--- src/rtl/l_key_unpack.sv ---
// l_key_unpack: reads L words back and regenerates little-endian key bytes K[i] = byte (i mod U) of L[i/U]
module l_key_unpack #(
  parameter int B = 16,
  parameter int W = 32,
  parameter int U = 4,
  parameter int C = 4,
  parameter int B_length = $clog2(B),
  parameter int C_length = $clog2(C)
) (
  input  logic clk,
  input  logic rst,
  input  logic start,
  output logic [C_length-1:0] L_address,
  input  logic [W-1:0] L_sub_i,
  output logic [B_length-1:0] key_address,
  output logic [7:0] key_sub_o,
  output logic key_we,
  output logic busy,
  output logic done
);
  localparam int KW = U > 1 ? $clog2(U) : 1;
  typedef enum logic [2:0] {IDLE, WAIT_ADDR, READ_DATA, WRITE_DATA, DONE} state_t;
  state_t state, state_n;
  logic [KW-1:0] k, k_n;
  logic [W-1:0] shreg, shreg_n;
  logic [C_length-1:0] l_n;
  logic [B_length-1:0] ka_n;
  logic [7:0] ks_n;
  logic we_n, busy_n, done_n;
  // L_address doubles as the word index j; outputs are registered from next-state values
  always_comb begin
    state_n = state;
    k_n = k;
    shreg_n = shreg;
    l_n = L_address;
    ka_n = key_address;
    ks_n = key_sub_o;
    we_n = 1'b0;
    busy_n = busy;
    done_n = 1'b0;
    case (state)
      IDLE: if (start) begin
        state_n = WAIT_ADDR;
        l_n = '0;
        k_n = '0;
        busy_n = 1'b1;
      end
      WAIT_ADDR: state_n = READ_DATA;
      READ_DATA: begin
        state_n = WRITE_DATA;
        we_n = 1'b1;
        k_n = '0;
        ka_n = B_length'(int'(L_address) * U);
        ks_n = L_sub_i[7:0];
        shreg_n = L_sub_i >> 8;
      end
      WRITE_DATA: if (key_address == B_length'(B - 1)) begin
        state_n = DONE;
        busy_n = 1'b0;
        done_n = 1'b1;
      end else if (k == KW'(U - 1)) begin
        state_n = WAIT_ADDR;
        l_n = L_address + 1'b1;
      end else begin
        we_n = 1'b1;
        k_n = k + 1'b1;
        ka_n = key_address + 1'b1;
        ks_n = shreg[7:0];
        shreg_n = shreg >> 8;
      end
      DONE: state_n = IDLE;
      default: state_n = IDLE;
    endcase
  end
  always_ff @(posedge clk)
    if (!rst) begin
      state <= IDLE;
      k <= '0;
      shreg <= '0;
      L_address <= '0;
      key_address <= '0;
      key_sub_o <= '0;
      key_we <= 1'b0;
      busy <= 1'b0;
      done <= 1'b0;
    end else begin
      state <= state_n;
      k <= k_n;
      shreg <= shreg_n;
      L_address <= l_n;
      key_address <= ka_n;
      key_sub_o <= ks_n;
      key_we <= we_n;
      busy <= busy_n;
      done <= done_n;
    end
endmodule

--- config.mk ---
export PLATFORM = sky130hd
export DESIGN_NAME = l_key_unpack
export DESIGN_NICKNAME = d
export VERILOG_FILES = /design/src/rtl/l_key_unpack.sv
export SDC_FILE = /design/constraint.sdc
export NUM_CORES = 1
export LEC_CHECK = 0
export CORE_MARGIN = 2
export CORE_UTILIZATION = 48
export CTS_CLUSTER_DIAMETER = 150
export DETAILED_ROUTE_END_ITERATION = 10
export PLACE_DENSITY = 0.79
export SYNTH_ARGS = -nofsm -noshare
export SYNTH_HDL_FRONTEND = slang
export SYNTH_SLANG_ARGS = --single-unit
--- constraint.sdc ---
create_clock -name clk -period 2.05 [get_ports clk]
set_input_delay 0.615 -clock clk [delete_from_list [all_inputs] [get_ports clk]]
set_output_delay 0.615 -clock clk [all_outputs]
set_load 0.02 [all_outputs]
Word-level counts from Yosys, hierarchy flattened:

Index checks and enable logic that the tools add are counted.
W data, S select, Z words.

* memories kept: 0
* input port bits: 35
* bits in registers: 54
* bits in latches: 0
* word-level logic and storage cells: 60
* output and inout bits: 17
* bits in read-only memories: 0
* memory bits (writable): 0

* order comparisons: 0
* divide/modulo/power cells: 0
* reductions and logical operators: 10
* bitwise gates (word level): 0
* eq/ne operators: 11
* multipliers: 0
* shifts and indexed selects: 0
* add/sub/neg operators: 3
* multiplexer cells: 27

Operator list (number)
* $mux W32: 2
* $pmux W32 S2: 1
* $mux W8: 2
* $pmux W8 S2: 1
* $pmux W3 S4: 1
* $mux W2: 5
* $ne A2 B2 Y1 const B: 5
* $mux W3: 3
* $mux W4: 2
* $pmux W4 S2: 1
* $reduce_and A4 Y1: 2
* $eq A3 B2 Y1 const B: 2
* $pmux W2 S3: 1
* $reduce_and A3 Y1: 2
* $mux W1: 5
* $add A2 B1 Y2 const B: 2
* $add A4 B1 Y4 const B: 1
* $eq A4 B4 Y1 const B: 1
* $pmux W1 S2: 2
* $pmux W2 S2: 1
* $reduce_and A2 Y1: 2
* $reduce_bool A2 Y1: 2
* $eq A3 B1 Y1 const B: 1
* $logic_not A3 Y1: 1
* other kinds (3): 3

Longest topological paths before layout:

Gate-level depths: netlist of the first run.

* word-level depth: 4
* mapped depth: 6
* mapped depth without buffers: 5

Least setup slack after synthesis of the first run:

No wires, ideal clock.

* kind: register -> register
* start point: register key_address[0]
* end point: register L_address[1]
* buffers on the path: 0
* setup slack: 0.238 ns
* data required time: 1.923 ns
* arrival: 1.685 ns
* cell stages (with the launch flop): 6
* setup time: 0.127 ns
* clock period less this slack: 1.812 ns
* cells stage by stage: dfxtp_1 > ha_1 > nand3_1 > and4_1 > and4b_1 > or3_1

* longest elaborated chain between the ends: 3

Ends and longest elaborated chain
* start: declaration: RTL line 15 `output logic [B_length-1:0] key_address,`
* start signal: assignment: RTL line 91 `key_address <= ka_n;`
* $eq A4 B4 Y1: RTL line 57 `WRITE_DATA: if (key_address == B_length'(B - 1)) begin`
* $ne A2 B2 Y1 (no line)
* $reduce_and A4 Y1 (no line)
* end signal: assignment: RTL line 90 `L_address <= l_n;`
* end: declaration: RTL line 13 `output logic [C_length-1:0] L_address,`

No other way between the ends.
A chain may end at the register's enable or synchronous reset.

Worst setup path after layout of the first run:

* start point: register L_address[1]
* end point: output port L_address[1]

No word-level cell between the ends.

==> flow_summary_export.csv, run 1 <==
group,metric,value,unit
worst_setup_path,crit_buf_inv,1,
clock_tree,cts_post_setup_buffers_inserted,0,
layout,layoutNonFillerInstCount,333,
clock_tree,postCtsResizedCells,0,
place,place.detailed.hpwl,3020,um
global_route,vias_in_the_first_global_route,1642,
drt,route.vias.total,1757,
layout,layout-drive-gt1-share,0.155,
layout,final_net_count,319,
drt,drc_markers,0,
worst_setup_path,critical_path.reg2reg.startpoint,"key_address[0]$_SDFFE_PN0P_",
global_route,track_usage,0.184,
layout,fin_util,0.680,
global_route,maximum_number_of_pins_on_one_net_before_global_route_repair,33,
yosys,synth_warnings,0,
power_and_ir_drop,power.ir.vdd_worst,0.000472,V
worst_setup_path,worst-endpoint-required,1.43,ns
worst_setup_path,timing.critical_path.fanout_max,5,
die,core_region_area,4030,um^2
yosys,ys_dominant_reg_cell,"dfxtp_1",
worst_setup_path,worst_path_dominant_cell_family,"buffers and inverters",
worst_setup_path,max_stage_delay,0.65,ns
place,placement.cell_area,2630,um^2
drt,drt_pass1_iterations,4,
layout,antenna_diode_count,0,
die,die_width,69.1,um
min_path,worst_hold_path.endpoint,"k[0]$_SDFFE_PN0P_",
timing,period_needed,2.00,ns
min_path,hold_path.class,"flop to flop",
min_path,whs_path_depth,2,
worst_setup_path,worst-setup-path-type,"flop to output port",
worst_setup_path,setup.worst_path.end_class,"output port",
die,design.portCount,52,
yosys,ys_ff_latch,46,
clock_tree,cts_num_sinks,46,
worst_setup_path,regToRegEndpoint,"L_address[1]$_SDFFE_PN0P_",
clock_tree,clock_latency,0.30,ns
clock_tree,cts_hold_buffers,0,
timing,rsz0062_at_grt,"false",
power_and_ir_drop,power_switching_share,0.252,
timing,fin_tns_setup,0,ns
timing,timing_max_transition_violations_final,0,
timing,timing.final.hold_violations,0,
timing,timing_worst_slew_pin_value,0.577,ns
die,die_area,4770,um^2
drt,post_dr_wirelength_cell,12.5,um
die,die_height,69.1,um
yosys,syn_area,2030,um^2
drt,postRouteAntennaNets,0,
yosys,synth_enable_flop_cells,0,
die,starting_density_of_the_core,0.504,
clock_tree,cts_inserted_buffers,5,
clock_tree,ctsRootBufferMaster,"clkbuf_8",
drt,post_drt_via_cell_ratio,5.28,
layout,syn_to_final_growth,34.7,%
power_and_ir_drop,power_leakage,1.03,nW
worst_setup_path,reg2reg_slack,0.21,ns
clock_tree,tritoncts,"built",
clock_tree,path_clk_slew,0.08,ns
worst_setup_path,cp_data_arrival_time,1.38,ns
timing,finClkSkew,0.00790,ns
die,floorplan.rows,23,
timing,final_critical_path_share_of_the_clock_period,0.974,
power_and_ir_drop,p_comb_frac,0.207,
power_and_ir_drop,cell_internal_pwr,0.00155,W
timing,setup_viol,0,
power_and_ir_drop,switchingPower,0.000523,W
yosys,netlist-cell-type-count,39,
power_and_ir_drop,sequentialPowerShare,0.479,
global_route,antenna_found_initial,0,
run,max-cap-violations,0,
drt,detail_route.wirelength,4170,um
place,finalWeightedCongestion,0.816,
yosys,synthTopCellsByCount,"nor2_1 (54), dfxtp_1 (46), o21ai_1 (25)",
yosys,proportion_of_synthesized_chip_area_in_sequential_cells,0.453,
outcome,status,"finished, final reports clean",
timing,hold_ws,0.482,ns
yosys,synth_top_cell_area_share,0.453,
worst_setup_path,crit_path_cell_trace,"clkdlybuf4s50_1",
yosys,asyncSetResetFlopFracSynth,0,
clock_tree,cts.htree.levels,2,
place,port-buffer-count,51,
worst_setup_path,critical-path-slowest-cell,"clkdlybuf4s50_1",
drt,drt-initial-drc-count,60,
timing,max_freq,0.501,GHz
place,dp_cells,325,
global_route,grt_remaining_overflow,0,
yosys,yosys-top-cells-area,"dfxtp_1 (45%), mux2_2 (13%), nor2_1 (10%), o21ai_1 (6.2%), a22oi_1 (3.0%)",
yosys,avgSynthCellArea,8.83,um^2
min_path,worstHoldStart,"k[0]$_SDFFE_PN0P_",
power_and_ir_drop,clock_power_share,0.314,
worst_setup_path,cp-start-kind,"flop",
power_and_ir_drop,pwr_density_cell,759,nW/um^2
clock_tree,clockBufferDepth,2,
yosys,netlist.top_cell.by_area,"dfxtp_1",
global_route,grt_pass1_wl,7290,um
timing,max-slew-margin-rel,0.614,
worst_setup_path,r2r_cells,5,
yosys,syn-instance-count,230,
yosys,synth.net_count,267,
yosys,yosysMostFrequentCell,"nor2_1",
layout,finish.instance_area,2740,um^2
worst max-delay path by stage:
stage / slack [ns] / start / endpoint / depth (start not counted)
final: 0.05 / L_address[1]$_SDFFE_PN0P_ / L_address[1] / 1
after global routing: 0.02 / L_address[1]$_SDFFE_PN0P_ / L_address[1] / 1
after CTS: 0.05 / L_address[1]$_SDFFE_PN0P_ / L_address[1] / 1
after detailed placement: -0.13 / start / L_address[1]$_SDFFE_PN0P_ / 5
after global placement: -0.07 / start / L_address[1]$_SDFFE_PN0P_ / 5
after floorplan: 0.24 / key_address[0]$_SDFFE_PN0P_ / L_address[1]$_SDFFE_PN0P_ / 5
registers in the layout, summed over array words and instances, names as in the netlist:
register	flops
L_address	2
done	1
busy	1
key_sub_o	8
k	2
shreg	24
key_we	1
state	3
key_address	4
cell usage in the layout, fill, tap and decap left out, drive strengths merged, types with 4 or more instances in the layout:
cell type / n
buf: 8
clkdlybuf4s50: 51
o21ai: 27
dfxtp: 46
a21oi: 5
nand3: 4
nand2: 10
a22oi: 8
nor2: 54
nor2b: 8
mux2: 24
clkbuf: 6
stage by stage:
stage | setup WS, ns | total power, W
floorplan | 0.238 | 0.00128
global placement | -0.0727 | 0.00144
detailed placement | -0.129 | 0.00145
CTS | 0.0535 | 0.00210
global route | 0.0219 | 0.00219
finish | 0.0543 | 0.00208
cell families (layout without fill, tap and decap cells):
kind of cell               count (synthesis)  in the layout  synth area share
and+or+nand+nor                           88             88             0.201
adders and majority gates                  2              2            0.0123
buffers and inverters                     15             68            0.0326
AOI/OAI and AO/OA                         54             54             0.163
muxes                                     25             25             0.138
DFF                                       46             46             0.453
metal layers:
layer | up-vias | global-route usage | wire, um
met2 | 39 | 0.297 | 1940
li1 | 908 | - | -
met3 | 5 | 0.0541 | 232
met4 | 0 | 0.0523 | 48
met1 | 805 | 0.240 | 1950
met5 | - | 0 | 0
power by group through the flow:
stage	combinational, W	sequential (W)	clock (W)
finish	0.000430	0.000996	0.000651
global route	0.000478	0.00100	0.000707
CTS	0.000434	0.000996	0.000673
detailed placement	0.000432	0.00102	0
global placement	0.000426	0.00101	0
floorplan	0.000247	0.00103	0
final cells by class:
class                           count  area, um^2
Fill cell                         358        1290
Multi-Input combinational cell    169        1040
Sequential cell                    46         921
Timing Repair Buffer               59         596
Clock buffer                        6        72.6
Tap cell                           50        62.6
Clock inverter                      2        37.5
Inverter                            1        3.75
No activity file was read; power rests on OpenSTA's default activity.
==> inputs of run 2 (changes only) <==
--- a/config.mk
+++ b/config.mk
@@ -9,7 +9,8 @@
 export CORE_UTILIZATION = 48
 export CTS_CLUSTER_DIAMETER = 150
 export DETAILED_ROUTE_END_ITERATION = 10
-export PLACE_DENSITY = 0.79
+export GPL_TIMING_DRIVEN = 0
+export PLACE_DENSITY = 0.83
 export SYNTH_ARGS = -nofsm -noshare
 export SYNTH_HDL_FRONTEND = slang
 export SYNTH_SLANG_ARGS = --single-unit
==> flow_summary_export.csv, run 2 (same netlist as run 1, synthesis figures left out) <==
group,metric,value,unit
outcome,status,"finished, final reports clean",
timing,max_freq,0.504,GHz
power_and_ir_drop,power_leakage,0.999,nW
worst_setup_path,timing.critical_path.fanout_max,7,
global_route,grt_util_met1,0.259,
clock_tree,clockBufferDepth,2,
timing,timing_max_transition_violations_final,0,
drt,detail_route.wirelength,4710,um
power_and_ir_drop,power.ir.vdd_worst,0.000441,V
layout,final_net_count,324,
die,design.portCount,52,
die,core_region_area,4030,um^2
layout,final_cell_mix,"nor2_1 (54), clkdlybuf4s50_1 (50), dfxtp_1 (46)",
global_route,grt_pass1_wl,8050,um
drt,post_drt_via_cell_ratio,5.43,
clock_tree,cts.htree.levels,2,
worst_setup_path,worst-setup-path-type,"flop to output port",
die,starting_density_of_the_core,0.504,
clock_tree,ctsRootBufferMaster,"clkbuf_8",
layout,fillers,351,
place,dp_worst_setup_slack,-0.152,ns
drt,drt_pass1_iterations,4,
worst_setup_path,cp-start-kind,"flop",
timing,period_needed,1.99,ns
layout,ff_latch_area,921,um^2
global_route,grt_remaining_overflow,0,
layout,largest_registers,"shreg x24, key_sub_o x8, key_address x4",
timing,finClkSkew,0.00873,ns
power_and_ir_drop,pwr_density_cell,732,nW/um^2
timing,timing.final.hold_violations,0,
clock_tree,cts_num_sinks,46,
drt,postRouteAntennaNets,0,
layout,max_flop_register,"shreg",
global_route,globalRouteMet3Util,0.0585,
place,port-buffer-count,50,
global_route,antenna_found_initial,0,
drt,post_dr_wirelength_cell,14.0,um
worst_setup_path,cp_data_arrival_time,1.37,ns
layout,antenna_diode_count,0,
global_route,global_route.peak_usage_layer,"met2",
timing,max-slew-margin-rel,0.625,
drt,drt-initial-drc-count,121,
worst_setup_path,worst_path_dominant_cell_family,"buffers and inverters",
global_route,vias_in_the_first_global_route,1758,
die,die_height,69.1,um
worst_setup_path,max_stage_delay,0.64,ns
layout,largest_register_ffs,24,
clock_tree,cts_hold_buffers,0,
timing,fin_tns_setup,0,ns
worst_setup_path,worst-endpoint-required,1.43,ns
worst_setup_path,critical-path-slowest-cell,"clkdlybuf4s50_1",
drt,route.vias.total,1823,
clock_tree,path_clk_slew,0.08,ns
timing,final_critical_path_share_of_the_clock_period,0.969,
drt,drc_markers,0,
worst_setup_path,crit_buf_inv,1,
place,finalWeightedCongestion,0.887,
layout,syn_to_final_growth,31.9,%
timing,setup_viol,0,
timing,timing_worst_slew_pin_value,0.563,ns
global_route,track_usage,0.209,
layout,multi_input_comb_area,1040,um^2
worst_setup_path,crit_path_cell_trace,"clkdlybuf4s50_1",
layout,final_common_cell,"nor2_1",
place,place.detailed.hpwl,3520,um
layout,layout-drive-gt1-share,0.140,
global_route,grtUsageMet2,0.355,
clock_tree,clock_latency,0.30,ns
timing,final_critical_path_setup_slack,0.0645,ns
die,die_width,69.1,um
min_path,hold_path.class,"flop to flop",
worst_setup_path,setup.worst_path.end_class,"output port",
run,max-cap-violations,0,
clock_tree,tritoncts,"built",
global_route,maximum_number_of_pins_on_one_net_before_global_route_repair,13,
timing,rsz0062_at_grt,"false",
clock_tree,cts_inserted_buffers,5,
die,die_area,4770,um^2
die,floorplan.rows,23,
## run 2: path summary, 6_finish.rpt
kind	start	to	slack [ns]	cells after the start
setup / recovery	key_address[2]$_SDFFE_PN0P_	key_address[2]	0.06	1
setup reg to reg	key_address[0]$_SDFFE_PN0P_	shreg[12]$_SDFFE_PN0P_	0.17	6
hold reg to reg	busy$_SDFFE_PN0P_	busy$_SDFFE_PN0P_	0.48	2
hold / removal	busy$_SDFFE_PN0P_	busy$_SDFFE_PN0P_	0.48	2
## run 2: per-stage QoR
step	cells	area [um^2]	hold WS (ns)	utilization	total power, W
finish	336	2680	0.477	0.665	0.00196
global route	336	2680	0.506	0.665	0.00207
CTS	336	2680	0.479	0.665	0.00197
detailed placement	330	2590	0.468	0.644	0.00145
global placement	330	2590	0.440	0.644	0.00143
floorplan	230	2030	0.433	-	0.00128
## run 2: what timing repair did
action,in CTS,in global routing
setup endpoints to repair,0,17
resized for setup,0,4
buffers inserted,0,0
## run 2: cell type report
| class | count | area share |
|---|---|---|
| buffer | 14 | 0.0243 |
| clock buffer | 6 | 0.0308 |
| inverter | 1 | 0.00140 |
| multi-input combinational | 169 | 0.390 |
| sequential | 46 | 0.344 |
| tap | 50 | 0.0233 |
| timing repair buffer | 50 | 0.187 |
## run 2: per-layer routing
metal	part of all wire	wire, um	vias up
met2	0.49	2290	70
met1	0.44	2080	838
met4	0.012	57	0
met3	0.061	289	9
met5	0	0	-
li1	-	-	906
## run 2: where the power goes
| group | leakage, nW | internal, W | switching [W] |
|---|---|---|---|
| sequential | 0.377 | 0.000960 | 0.0000358 |
| combinational | 0.579 | 0.000221 | 0.000212 |
| clock | 0.0431 | 0.000260 | 0.000274 |
